**config.mk**
```make
export PLATFORM = sky130hd
export DESIGN_NAME = ps2_key_encoder
export DESIGN_NICKNAME = d
export VERILOG_FILES = /design/src/rtl/ps2_pkg.sv /design/src/rtl/ps2_rx_frame.sv /design/src/rtl/ps2_key_encoder.sv
export SDC_FILE = /design/constraint.sdc
export NUM_CORES = 1
export LEC_CHECK = 0
export BUFFER_PORTS_ARGS = -buffer_cell sky130_fd_sc_hd__buf_2
export CAP_MARGIN = 5
export CORE_MARGIN = 8
export CORE_UTILIZATION = 50
export DETAILED_ROUTE_END_ITERATION = 10
export HOLD_SLACK_MARGIN = 0.1
export PLACE_DENSITY_LB_ADDON = 0.12
export SLEW_MARGIN = 40
export SYNTH_ARGS = -nofsm -noshare
export SYNTH_HDL_FRONTEND = slang
export SYNTH_SLANG_ARGS = --single-unit
export TNS_END_PERCENT = 10
```
**constraint.sdc**
```tcl
create_clock -name clk_sys -period 3.2 [get_ports clk_sys]
set_input_delay 0.8 -clock clk_sys [delete_from_list [all_inputs] [get_ports clk_sys]]
set_output_delay 0.8 -clock clk_sys [all_outputs]
set_load 0.02 [all_outputs]
```
**src/rtl/ps2_pkg.sv**
```systemverilog
// ps2_pkg
//   Shared definitions for the PS/2 keyboard encoder slice: prefix byte
//   values, the list of controller bytes that never become key events,
//   the ps2_key event layout and the frame receiver state encoding.
package ps2_pkg;

    localparam logic [7:0] PS2_EXT    = 8'hE0;  // extended-key prefix
    localparam logic [7:0] PS2_BRK    = 8'hF0;  // break (release) prefix
    localparam logic [7:0] PS2_PAUSE  = 8'hE1;  // Pause prefix, followed by junk bytes

    // Keyboard housekeeping bytes: never key codes
    localparam logic [7:0] PS2_BAT_OK = 8'hAA;
    localparam logic [7:0] PS2_ACK    = 8'hFA;
    localparam logic [7:0] PS2_ECHO   = 8'hEE;
    localparam logic [7:0] PS2_RESEND = 8'hFE;
    localparam logic [7:0] PS2_OVR0   = 8'h00;
    localparam logic [7:0] PS2_OVR1   = 8'hFF;

    // ps2_key[10:0] as seen by core tops
    typedef struct packed {
        logic       tgl;
        logic       pressed;
        logic       ext;
        logic [7:0] code;
    } ps2_key_t;

    typedef enum logic [1:0] {
        FR_IDLE,
        FR_DATA,
        FR_PARITY,
        FR_STOP
    } frame_state_t;

    function automatic logic is_dropped(input logic [7:0] b);
        return b inside {PS2_BAT_OK, PS2_ACK, PS2_ECHO, PS2_RESEND, PS2_OVR0, PS2_OVR1};
    endfunction

endpackage

```
**src/rtl/ps2_rx_frame.sv**
```systemverilog
// ps2_rx_frame
//   Receives device-to-host PS/2 frames: synchronises and de-glitches the raw
//   clock/data lines, samples data on each filtered clock falling edge and
//   checks start, odd parity and stop bits. A stalled frame is abandoned after
//   TIMEOUT_CYC cycles without a clock edge.
// Ports
//   clk_sys, reset_n      : system clock, async active-low reset
//   ps2_clk_in/ps2_dat_in : raw PS/2 lines (async, idle high)
//   rx_byte               : last received byte, valid while byte_vld
//   byte_vld              : one-cycle pulse for a good frame
//   frame_err             : one-cycle pulse for start/parity/stop/timeout error
//   timeout               : one-cycle pulse for the timeout case only
module ps2_rx_frame
    import ps2_pkg::*;
#(
    parameter int unsigned FILTER_LEN  = 8,
    parameter int unsigned TIMEOUT_CYC = 96000
) (
    input  logic       clk_sys,
    input  logic       reset_n,
    input  logic       ps2_clk_in,
    input  logic       ps2_dat_in,
    output logic [7:0] rx_byte,
    output logic       byte_vld,
    output logic       frame_err,
    output logic       timeout
);

    localparam int unsigned FW = (FILTER_LEN < 2) ? 1 : $clog2(FILTER_LEN + 1);
    localparam int unsigned TW = $clog2(TIMEOUT_CYC + 1);

    // index 0 = clock line, 1 = data line
    logic [1:0]    r_s1, r_s2, r_filt;
    logic [FW-1:0] r_fcnt [2];
    logic          r_clk_fd;

    frame_state_t  r_state, w_state_nxt;
    logic [2:0]    r_bitcnt;
    logic [7:0]    r_shift;
    logic          r_par;
    logic [TW-1:0] r_tocnt;
    logic          r_byte_vld, r_frame_err, r_timeout;

    logic w_fall, w_dat, w_byte_ok, w_err, w_tmo;

    // Synchroniser plus stability filter: a line is accepted only after the
    // synchronised value has differed from the filtered value for FILTER_LEN
    // consecutive cycles.
    always_ff @(posedge clk_sys or negedge reset_n) begin
        if (!reset_n) begin
            r_s1     <= '1;
            r_s2     <= '1;
            r_filt   <= '1;
            r_clk_fd <= 1'b1;
            for (int unsigned i = 0; i < 2; i++) r_fcnt[i] <= '0;
        end else begin
            r_s1     <= {ps2_dat_in, ps2_clk_in};
            r_s2     <= r_s1;
            r_clk_fd <= r_filt[0];
            for (int unsigned i = 0; i < 2; i++) begin
                if (r_s2[i] == r_filt[i]) begin
                    r_fcnt[i] <= '0;
                end else if (r_fcnt[i] == FW'(FILTER_LEN - 1)) begin
                    r_filt[i] <= r_s2[i];
                    r_fcnt[i] <= '0;
                end else begin
                    r_fcnt[i] <= r_fcnt[i] + FW'(1);
                end
            end
        end
    end

    assign w_fall = r_clk_fd & ~r_filt[0];
    assign w_dat  = r_filt[1];

    always_ff @(posedge clk_sys or negedge reset_n) begin
        if (!reset_n) r_state <= FR_IDLE;
        else          r_state <= w_state_nxt;
    end

    // Timeout can only fire in a cycle without an edge, so it never collides
    // with a completed byte.
    always_comb begin
        w_state_nxt = r_state;
        w_byte_ok   = 1'b0;
        w_err       = 1'b0;
        w_tmo       = (r_state != FR_IDLE) && !w_fall && (r_tocnt == TW'(TIMEOUT_CYC - 1));
        if (w_tmo) begin
            w_state_nxt = FR_IDLE;
        end else if (w_fall) begin
            case (r_state)
                FR_IDLE: begin
                    if (!w_dat) w_state_nxt = FR_DATA;
                    else        w_err       = 1'b1;
                end
                FR_DATA: begin
                    if (r_bitcnt == 3'd7) w_state_nxt = FR_PARITY;
                end
                FR_PARITY: w_state_nxt = FR_STOP;
                FR_STOP: begin
                    w_state_nxt = FR_IDLE;
                    if (w_dat && (^{r_shift, r_par})) w_byte_ok = 1'b1;
                    else                              w_err     = 1'b1;
                end
                default: w_state_nxt = FR_IDLE;
            endcase
        end
    end

    always_ff @(posedge clk_sys or negedge reset_n) begin
        if (!reset_n) begin
            r_bitcnt    <= '0;
            r_shift     <= '0;
            r_par       <= 1'b0;
            r_tocnt     <= '0;
            r_byte_vld  <= 1'b0;
            r_frame_err <= 1'b0;
            r_timeout   <= 1'b0;
        end else begin
            r_byte_vld  <= w_byte_ok;
            r_frame_err <= w_err | w_tmo;
            r_timeout   <= w_tmo;

            if (w_fall || r_state == FR_IDLE) r_tocnt <= '0;
            else                              r_tocnt <= r_tocnt + TW'(1);

            if (w_fall && !w_tmo) begin
                case (r_state)
                    FR_IDLE:   r_bitcnt <= '0;
                    FR_DATA: begin
                        r_shift  <= {w_dat, r_shift[7:1]};  // LSB arrives first
                        r_bitcnt <= r_bitcnt + 3'd1;
                    end
                    FR_PARITY: r_par <= w_dat;
                    default:   ;
                endcase
            end
        end
    end

    assign rx_byte   = r_shift;
    assign byte_vld  = r_byte_vld;
    assign frame_err = r_frame_err;
    assign timeout   = r_timeout;

endmodule

```
**src/rtl/ps2_key_encoder.sv**
```systemverilog
// ps2_key_encoder
//   Turns raw PS/2 keyboard traffic into ps2_key[10:0] events. E0 and F0
//   prefixes are folded into the following byte, E1 (Pause) swallows the
//   next E1_SKIP bytes, housekeeping bytes are discarded.
// Ports
//   clk_sys, reset_n      : system clock, async active-low reset
//   ps2_clk_in/ps2_dat_in : raw PS/2 lines
//   ps2_key               : [10] toggle, [9] pressed, [8] extended, [7:0] code
//   key_stb               : one-cycle pulse when ps2_key changes
//   frame_err             : one-cycle pulse on a bad or stalled frame
module ps2_key_encoder
    import ps2_pkg::*;
#(
    parameter int unsigned FILTER_LEN  = 8,
    parameter int unsigned TIMEOUT_CYC = 96000,
    parameter int unsigned E1_SKIP     = 7
) (
    input  logic        clk_sys,
    input  logic        reset_n,
    input  logic        ps2_clk_in,
    input  logic        ps2_dat_in,
    output logic [10:0] ps2_key,
    output logic        key_stb,
    output logic        frame_err
);

    localparam int unsigned SKW = (E1_SKIP < 2) ? 1 : $clog2(E1_SKIP + 1);

    logic [1:0]     r_rst_sync;
    logic           w_rst_n;
    logic [7:0]     w_byte;
    logic           w_byte_vld, w_timeout;

    ps2_key_t       r_key;
    logic           r_stb, r_ext, r_brk;
    logic [SKW-1:0] r_skip;

    // Reset asserts immediately, releases on a clock edge
    always_ff @(posedge clk_sys or negedge reset_n) begin
        if (!reset_n) r_rst_sync <= '0;
        else          r_rst_sync <= {r_rst_sync[0], 1'b1};
    end
    assign w_rst_n = r_rst_sync[1];

    ps2_rx_frame #(
        .FILTER_LEN  (FILTER_LEN),
        .TIMEOUT_CYC (TIMEOUT_CYC)
    ) u_rx (
        .clk_sys    (clk_sys),
        .reset_n    (w_rst_n),
        .ps2_clk_in (ps2_clk_in),
        .ps2_dat_in (ps2_dat_in),
        .rx_byte    (w_byte),
        .byte_vld   (w_byte_vld),
        .frame_err  (frame_err),
        .timeout    (w_timeout)
    );

    // Prefixes only set flags, so E0 F0 xx and F0 E0 xx end up identical
    always_ff @(posedge clk_sys or negedge w_rst_n) begin
        if (!w_rst_n) begin
            r_key  <= '0;
            r_stb  <= 1'b0;
            r_ext  <= 1'b0;
            r_brk  <= 1'b0;
            r_skip <= '0;
        end else begin
            r_stb <= 1'b0;
            if (w_timeout) begin
                r_ext  <= 1'b0;
                r_brk  <= 1'b0;
                r_skip <= '0;
            end else if (w_byte_vld) begin
                if (r_skip != '0) begin
                    r_skip <= r_skip - SKW'(1);
                end else if (w_byte == PS2_EXT) begin
                    r_ext <= 1'b1;
                end else if (w_byte == PS2_BRK) begin
                    r_brk <= 1'b1;
                end else if (w_byte == PS2_PAUSE) begin
                    r_skip <= SKW'(E1_SKIP);
                end else if (is_dropped(w_byte)) begin
                    r_ext <= 1'b0;
                    r_brk <= 1'b0;
                end else begin
                    r_key <= '{tgl: ~r_key.tgl, pressed: ~r_brk, ext: r_ext, code: w_byte};
                    r_stb <= 1'b1;
                    r_ext <= 1'b0;
                    r_brk <= 1'b0;
                end
            end
        end
    end

    assign ps2_key = r_key;
    assign key_stb = r_stb;

endmodule

```
==> results.md, run 1 <==
* CP startpoint kind: flop
* Post-route total power at 2057 µW
* WL/cell at 13.40 µm
* Kind of critical path: reg2reg
* Count of final hold-check violations at 0
* Clock skew at 5.012 ps
* Initial Utilization at 0.5064
* Share of layout cells above drive strength 1 at 0.2211
* # DRC at 0
* Worst setup path start: r_skip[0]
* Clk network pwr share at 0.293
* Post-CTS setup buffers at 0
* PnR worst setup slack at 1085 ps
* CTS sink count at 68
* Tcrit/Tclk final at 0.6610
* Syn Area/Cell at 11.64 µm²
* Synth Net Count at 286
* Most frequent cells in the layout: 60 x dfrtp_1, 30 x nor2_1, 18 x nand2_1, 18 x xnor2_1, 16 x buf_2
* Hold Worst Slack at 236.8 ps
* Critical Path End: ps2_key[6]
* R2R Setup Slk at 1080 ps
* Reg-to-Reg Start: r_skip[0]
* Detailed Place HPWL at 3474 µm
* Die height at 95.27 µm
* CTS tree: yes
* VDD IR-drop max at 329.2 µV
* Critical path required time at 3420 ps
* Worst Hold Class: in2async
* Final min period at 2115 ps
* Full die area at 9076 µm²
* CTS Buffer Depth at 2
* Sw Ratio at 0.3045
* Power per cell area at 601.7 nW/µm²
* CP max FO at 12
* Crit end category: flop
* Worst Reg-to-Reg Cells at 6
* Synth Register Bits at 68
* Seq/Total Area, Yosys at 0.5444
* Fin area at 3418 µm²
* Commonest non-fill, non-tap cell in the layout: dfrtp_1
* Global-route wire length before repair at 9039 µm
* H-tree levels at 3
* Antenna violations before repair at 0
* Switch Pwr at 626.3 µW
* Final GP Congestion at 0.8151
* Post-DP Area at 3249 µm²
* Number of global-route vias before repair at 2,021
* Slew of the pin with the lowest slew margin at 697.9 ps
* Post-Synthesis Cells at 270
* DRT iter0 DRCs at 36
* F_max at 472.7 MHz
* WL final at 4971 µm
* Reg power frac at 0.524
* LEAKAGE at 0.001637 µW
* Final ANT Viol Nets at 0
* Core box area at 6205 µm²
* Number of port buffers at 16
* Post-Place Worst Slack at 1080 ps
* Largest net degree at the start of global routing at 48
* RSZ-0062 raised after global routing: false
* Synth Flop Type: dfrtp_1
* Clock slew at reported path FFs at 70 ps
* Syn Std Cell Area at 3142 µm²
* Register area at 1714 µm²
* Slew Limit Fails at 0
* Worst-Skew Late Latency at 330 ps
* Outcome: finished clean
* Num CTS Buffers at 9
* Relative slew slack at 0.5304
* Placement Rows at 29
* Fillcell total at 544
* Post_cts resized at 0
* Hold_buf cts at 0
* Number of flops mapped to enable cells by yosys at 0
* P&R area growth vs syn at 8.801%
* # IOs at 17
* GRT Overall Usage at 0.1291
* CP arrival at 2330 ps
* FFs w/ async S/R, synth at 1.000
* Vias at 1,931
* CTS Root Cell: clkbuf_8
* Grt ovf at 0
* RR Endpoint: ps2_key[6]
* Yosys warnings at 0
* Final setup fails at 0
* Library cells used by synthesis at 45
* MaxCap Viol Count at 0
* ANT cells at 0
* Setup TNS at 0 ps
* Internal Power at 1430 µW
* Multi-input gate area at 1306 µm²
* DR pass1 iterations at 4
* Nets at 305
* Die W at 95.27 µm
* Comb power frac at 0.184
* Via-to-Cell Ratio at 5.205
-- logic make-up after synthesis --
logic type,share of synthesized area
AND/OR/NAND/NOR,0.1438
flip-flops,0.5444
AO/OA/AOI/OAI,0.06213
XOR/XNOR,0.08244
multiplexers,0.07846
buffers and inverters,0.03982
adder cells (fa/ha/maj),0.04779
other,0.001194
-- stage by stage --
| stage | std cells | utilization |
|---|---|---|
| detailed placement | 355 | 0.5237 |
| finish | 371 | 0.5509 |
| global placement | 355 | 0.5233 |
| floorplan | 270 | - |
| global route | 371 | 0.5509 |
| CTS | 371 | 0.5509 |
-- power groups by stage --
stage	Sequential, µW	Combinational [µW]	Clock, µW
3_5_place_dp	1090	387	0
3_3_place_gp	1090	378	0
4_1_cts	1080	389	633
2_1_floorplan	1050	337	0
5_1_grt	1100	445	670
6_report	1080	378	602
-- sequential cells by signal, summed over array words and instances (netlist names), 2 cells and up --
register and flops:
u_rx.r_filt 2, u_rx.r_bitcnt 3, r_skip 3, u_rx.r_state 2, ps2_key 11, r_rst_sync 2
u_rx.r_tocnt 17, u_rx.r_s2 2, u_rx.r_fcnt 8, u_rx.r_s1 2, u_rx.rx_byte 8
-- layer usage --
metal | share of wire | track usage
met5 | 0 | 0
met4 | 0.018 | 0.07542
met3 | 0.040 | 0.03150
met2 | 0.49 | 0.2071
met1 | 0.46 | 0.1550
-- area by class of cell --
type                            count  area share
Inverter                           10     0.01098
Timing Repair Buffer               18     0.02782
Tap cell                           77     0.02818
Clock inverter                      5    0.008053
Multi-Input combinational cell    182      0.3821
Sequential cell                    68      0.5015
Clock buffer                       11     0.04136
-- cells in the mapped netlist, types with 2 or more instances --
| master | number | share of area |
|---|---|---|
| a21oi_1 | 9 | 0.014 |
| nor2b_1 | 4 | 0.0080 |
| a21boi_0 | 2 | 0.0048 |
| clkbuf_1 | 4 | 0.0048 |
| ha_1 | 12 | 0.048 |
| nand3b_1 | 2 | 0.0048 |
| nand3_1 | 11 | 0.018 |
| a32oi_1 | 2 | 0.0056 |
| buf_6 | 3 | 0.011 |
| mux2_4 | 6 | 0.029 |
| xnor2_1 | 18 | 0.050 |
| nor4_1 | 5 | 0.010 |
| inv_1 | 10 | 0.012 |
| nor2_1 | 30 | 0.036 |
| a32o_1 | 2 | 0.0064 |
| mux2_2 | 13 | 0.047 |
| nand4_1 | 3 | 0.0060 |
| xor2_1 | 9 | 0.025 |
| dfrtp_1 | 61 | 0.49 |
| nor3_1 | 6 | 0.0096 |
| or2_2 | 3 | 0.0060 |
| dfstp_2 | 7 | 0.059 |
| or4_1 | 2 | 0.0048 |
| o21ai_0 | 8 | 0.013 |
| nand2_1 | 18 | 0.022 |
-- worst min path at each step --
stage                  start             to  slack, ps  cells past startpoint
2_1_floorplan  r_rst_sync[0]  r_rst_sync[1]        330                      0
3_3_place_gp   r_rst_sync[0]  r_rst_sync[1]        340                      0
3_5_place_dp   r_rst_sync[0]  r_rst_sync[1]        340                      0
4_1_cts              reset_n  r_rst_sync[1]        220                      1
5_1_grt              reset_n  r_rst_sync[1]        230                      1
6_report             reset_n  r_rst_sync[1]        240                      1
-- worst max-delay path, stage by stage, from the launching register on --
cell and delay [ps]:
dfrtp_1 390, inv_1 90, ha_1 180, nor2b_1 160, nand2_1 140, a2111o_1 660
mux2_4 380
No activity file was read; power rests on OpenSTA's default activity.
==> inputs of run 2 (changes only) <==
==> constraint.sdc (replaced) <==
create_clock -name clk_sys -period 1.9 [get_ports clk_sys]
set_input_delay 0.475 -clock clk_sys [delete_from_list [all_inputs] [get_ports clk_sys]]
set_output_delay 0.475 -clock clk_sys [all_outputs]
set_load 0.02 [all_outputs]
==> results.md, run 2 (same netlist as run 1, synthesis figures left out) <==
* H-tree levels at 3 (unchanged)
* Grt ovf at 0 (unchanged)
* GRT Overall Usage at 0.1269 (-0.002248)
* DR pass1 iterations at 4 (unchanged)
* Number of port buffers at 16 (unchanged)
* Core box area at 6205 µm² (unchanged)
* Share of layout cells above drive strength 1 at 0.2620 (+0.04089)
* VDD IR-drop max at 594.2 µV (+80%)
* WL final at 5067 µm (+1.9%)
* CTS Buffer Depth at 2 (unchanged)
* Full die area at 9076 µm² (unchanged)
* Register area at 1713 µm² (about the same)
* Largest net degree at the start of global routing at 33 (-31%)
* CP max FO at 10 (-2)
* Max FFs per register at 17 (unchanged)
* Count of final hold-check violations at 0 (unchanged)
* ANT cells at 0 (unchanged)
* Multi-input gate area at 1326 µm² (+1.5%)
* Final core utilization at 0.5769 (+0.02601)
* PnR worst setup slack at 39.43 ps (-1045 ps)
* # DRC at 0 (unchanged)
* Die W at 95.27 µm (unchanged)
* Crit end category: flop
* Most frequent cells in the layout: 59 x dfrtp_1, 30 x nor2_1, 18 x nand2_1, 18 x buf_4, 17 x xnor2_1
* Vias at 1,963 (+1.7%)
* Final setup fails at 0 (unchanged)
* CTS Root Cell: clkbuf_8
* Initial Utilization at 0.5064 (unchanged)
* Critical path required time at 2120 ps (-1300 ps)
* Final ANT Viol Nets at 0 (unchanged)
* Kind of critical path: reg2reg
* Fin cells at 390 (+5.1%)
* CTS tree: yes
* LEAKAGE at 0.001733 µW (+5.9%)
* Detailed Place HPWL at 3586 µm (+3.2%)
* Number of cells after detailed placement at 372 (+4.8%)
* Slew Limit Fails at 0 (unchanged)
* Commonest non-fill, non-tap cell in the layout: dfrtp_1
* Fillcell total at 529 (-2.8%)
* F_max at 537.5 MHz (+14%)
* Outcome: finished clean
* Hold Worst Slack at 216.0 ps (-20.75 ps)
* Global-route wire length before repair at 8894 µm (-1.6%)
* DRT iter0 DRCs at 34 (-5.6%)
* Clock slew at reported path FFs at 70 ps (about the same)
* Biggest register: u_rx.r_tocnt
* Number of global-route vias before repair at 2,040 (+0.94%)
* RSZ-0062 raised after global routing: true
* Via-to-Cell Ratio at 5.033 (-3.3%)
* P&R area growth vs syn at 13.94%
* Clock skew at 11.99 ps (+6.978 ps)
* Die height at 95.27 µm (unchanged)
* Tcrit/Tclk final at 0.9792 (+0.3182)
* # IOs at 17 (unchanged)
* Post-Place Worst Slack at -12.87 ps (-1093 ps)
* Final GP Congestion at 0.7939 (-2.6%)
* CP startpoint kind: flop
* CP arrival at 2090 ps (-240 ps)
* Num CTS Buffers at 9 (unchanged)
* Power per cell area at 965.2 nW/µm² (+60%)
* WL/cell at 12.99 µm (-3.0%)
* Worst-Skew Late Latency at 340 ps (about the same)
* Nets at 324 (+6.2%)
* CTS sink count at 68 (unchanged)
* Final min period at 1861 ps (-254.8 ps)
* Placement Rows at 29 (unchanged)
* Antenna violations before repair at 0 (unchanged)
* Worst Hold Class: reg2async
* MaxCap Viol Count at 0 (unchanged)
[run 2: repair_timing]
item | CTS | global route
hold endpoints to repair | 2 | 0
setup buffers | 0 | 1
gates resized for setup | 1 | 5
hold buffers | 1 | 0
setup endpoints to repair | 6 | 11
pin swaps | 0 | 3
[run 2: area by class of cell]
| cell class | instances | share of cell area |
|---|---|---|
| tap | 77 | 0.02691 |
| multi-input combinational | 182 | 0.3705 |
| inverter | 10 | 0.01049 |
| clock buffer | 16 | 0.04194 |
| sequential | 68 | 0.4785 |
| timing repair buffer | 37 | 0.07165 |
[run 2: metal layers]
layer	routed length, µm	part of all wire	GRT usage	vias up
met4	138	0.027	0.08453	0
met1	2289	0.45	0.1367	932
met5	0	0	0	-
li1	-	-	-	999
met3	188	0.037	0.03386	10
met2	2450	0.48	0.2152	22
[run 2: critical path: stages, from the launching register on]
cell,delay [ps]
dfrtp_2,440
nor2_4,130
o21ai_2,50
a31o_1,220
a2111o_1,440
buf_6,170
mux2_4,290
[run 2: final timing paths]
| path | startpoint | to | slack, ps | depth (start not counted) |
|---|---|---|---|---|
| worst max-delay path | u_rx.rx_byte[2] | ps2_key[6] | 40 | 6 |
| min in group clk_sys | ps2_clk_in | u_rx.r_s1[0] | 240 | 1 |
| worst min register to register | r_rst_sync[1] | u_rx.r_bitcnt[0] | 220 | 0 |
| worst min-delay path | r_rst_sync[1] | u_rx.r_bitcnt[0] | 220 | 0 |
| worst max register to register | u_rx.rx_byte[2] | ps2_key[6] | 40 | 6 |
| max in group asynchronous | r_rst_sync[1] | key_stb | 1120 | 1 |
[run 2: through the flow]
stage / total power, µW / setup TNS, ps / area [µm²]
floorplan: 2344 / 0 / 3143
global placement: 2512 / 0 / 3387
detailed placement: 2522 / -48.47 / 3387
CTS: 3505 / 0 / 3551
global route: 3678 / -160.3 / 3580
finish: 3455 / 0 / 3580
[run 2: power by group]
part | total (µW) | switching (µW) | internal (µW)
combinational | 699 | 386 | 314
sequential | 1800 | 163 | 1630
clock | 957 | 479 | 478
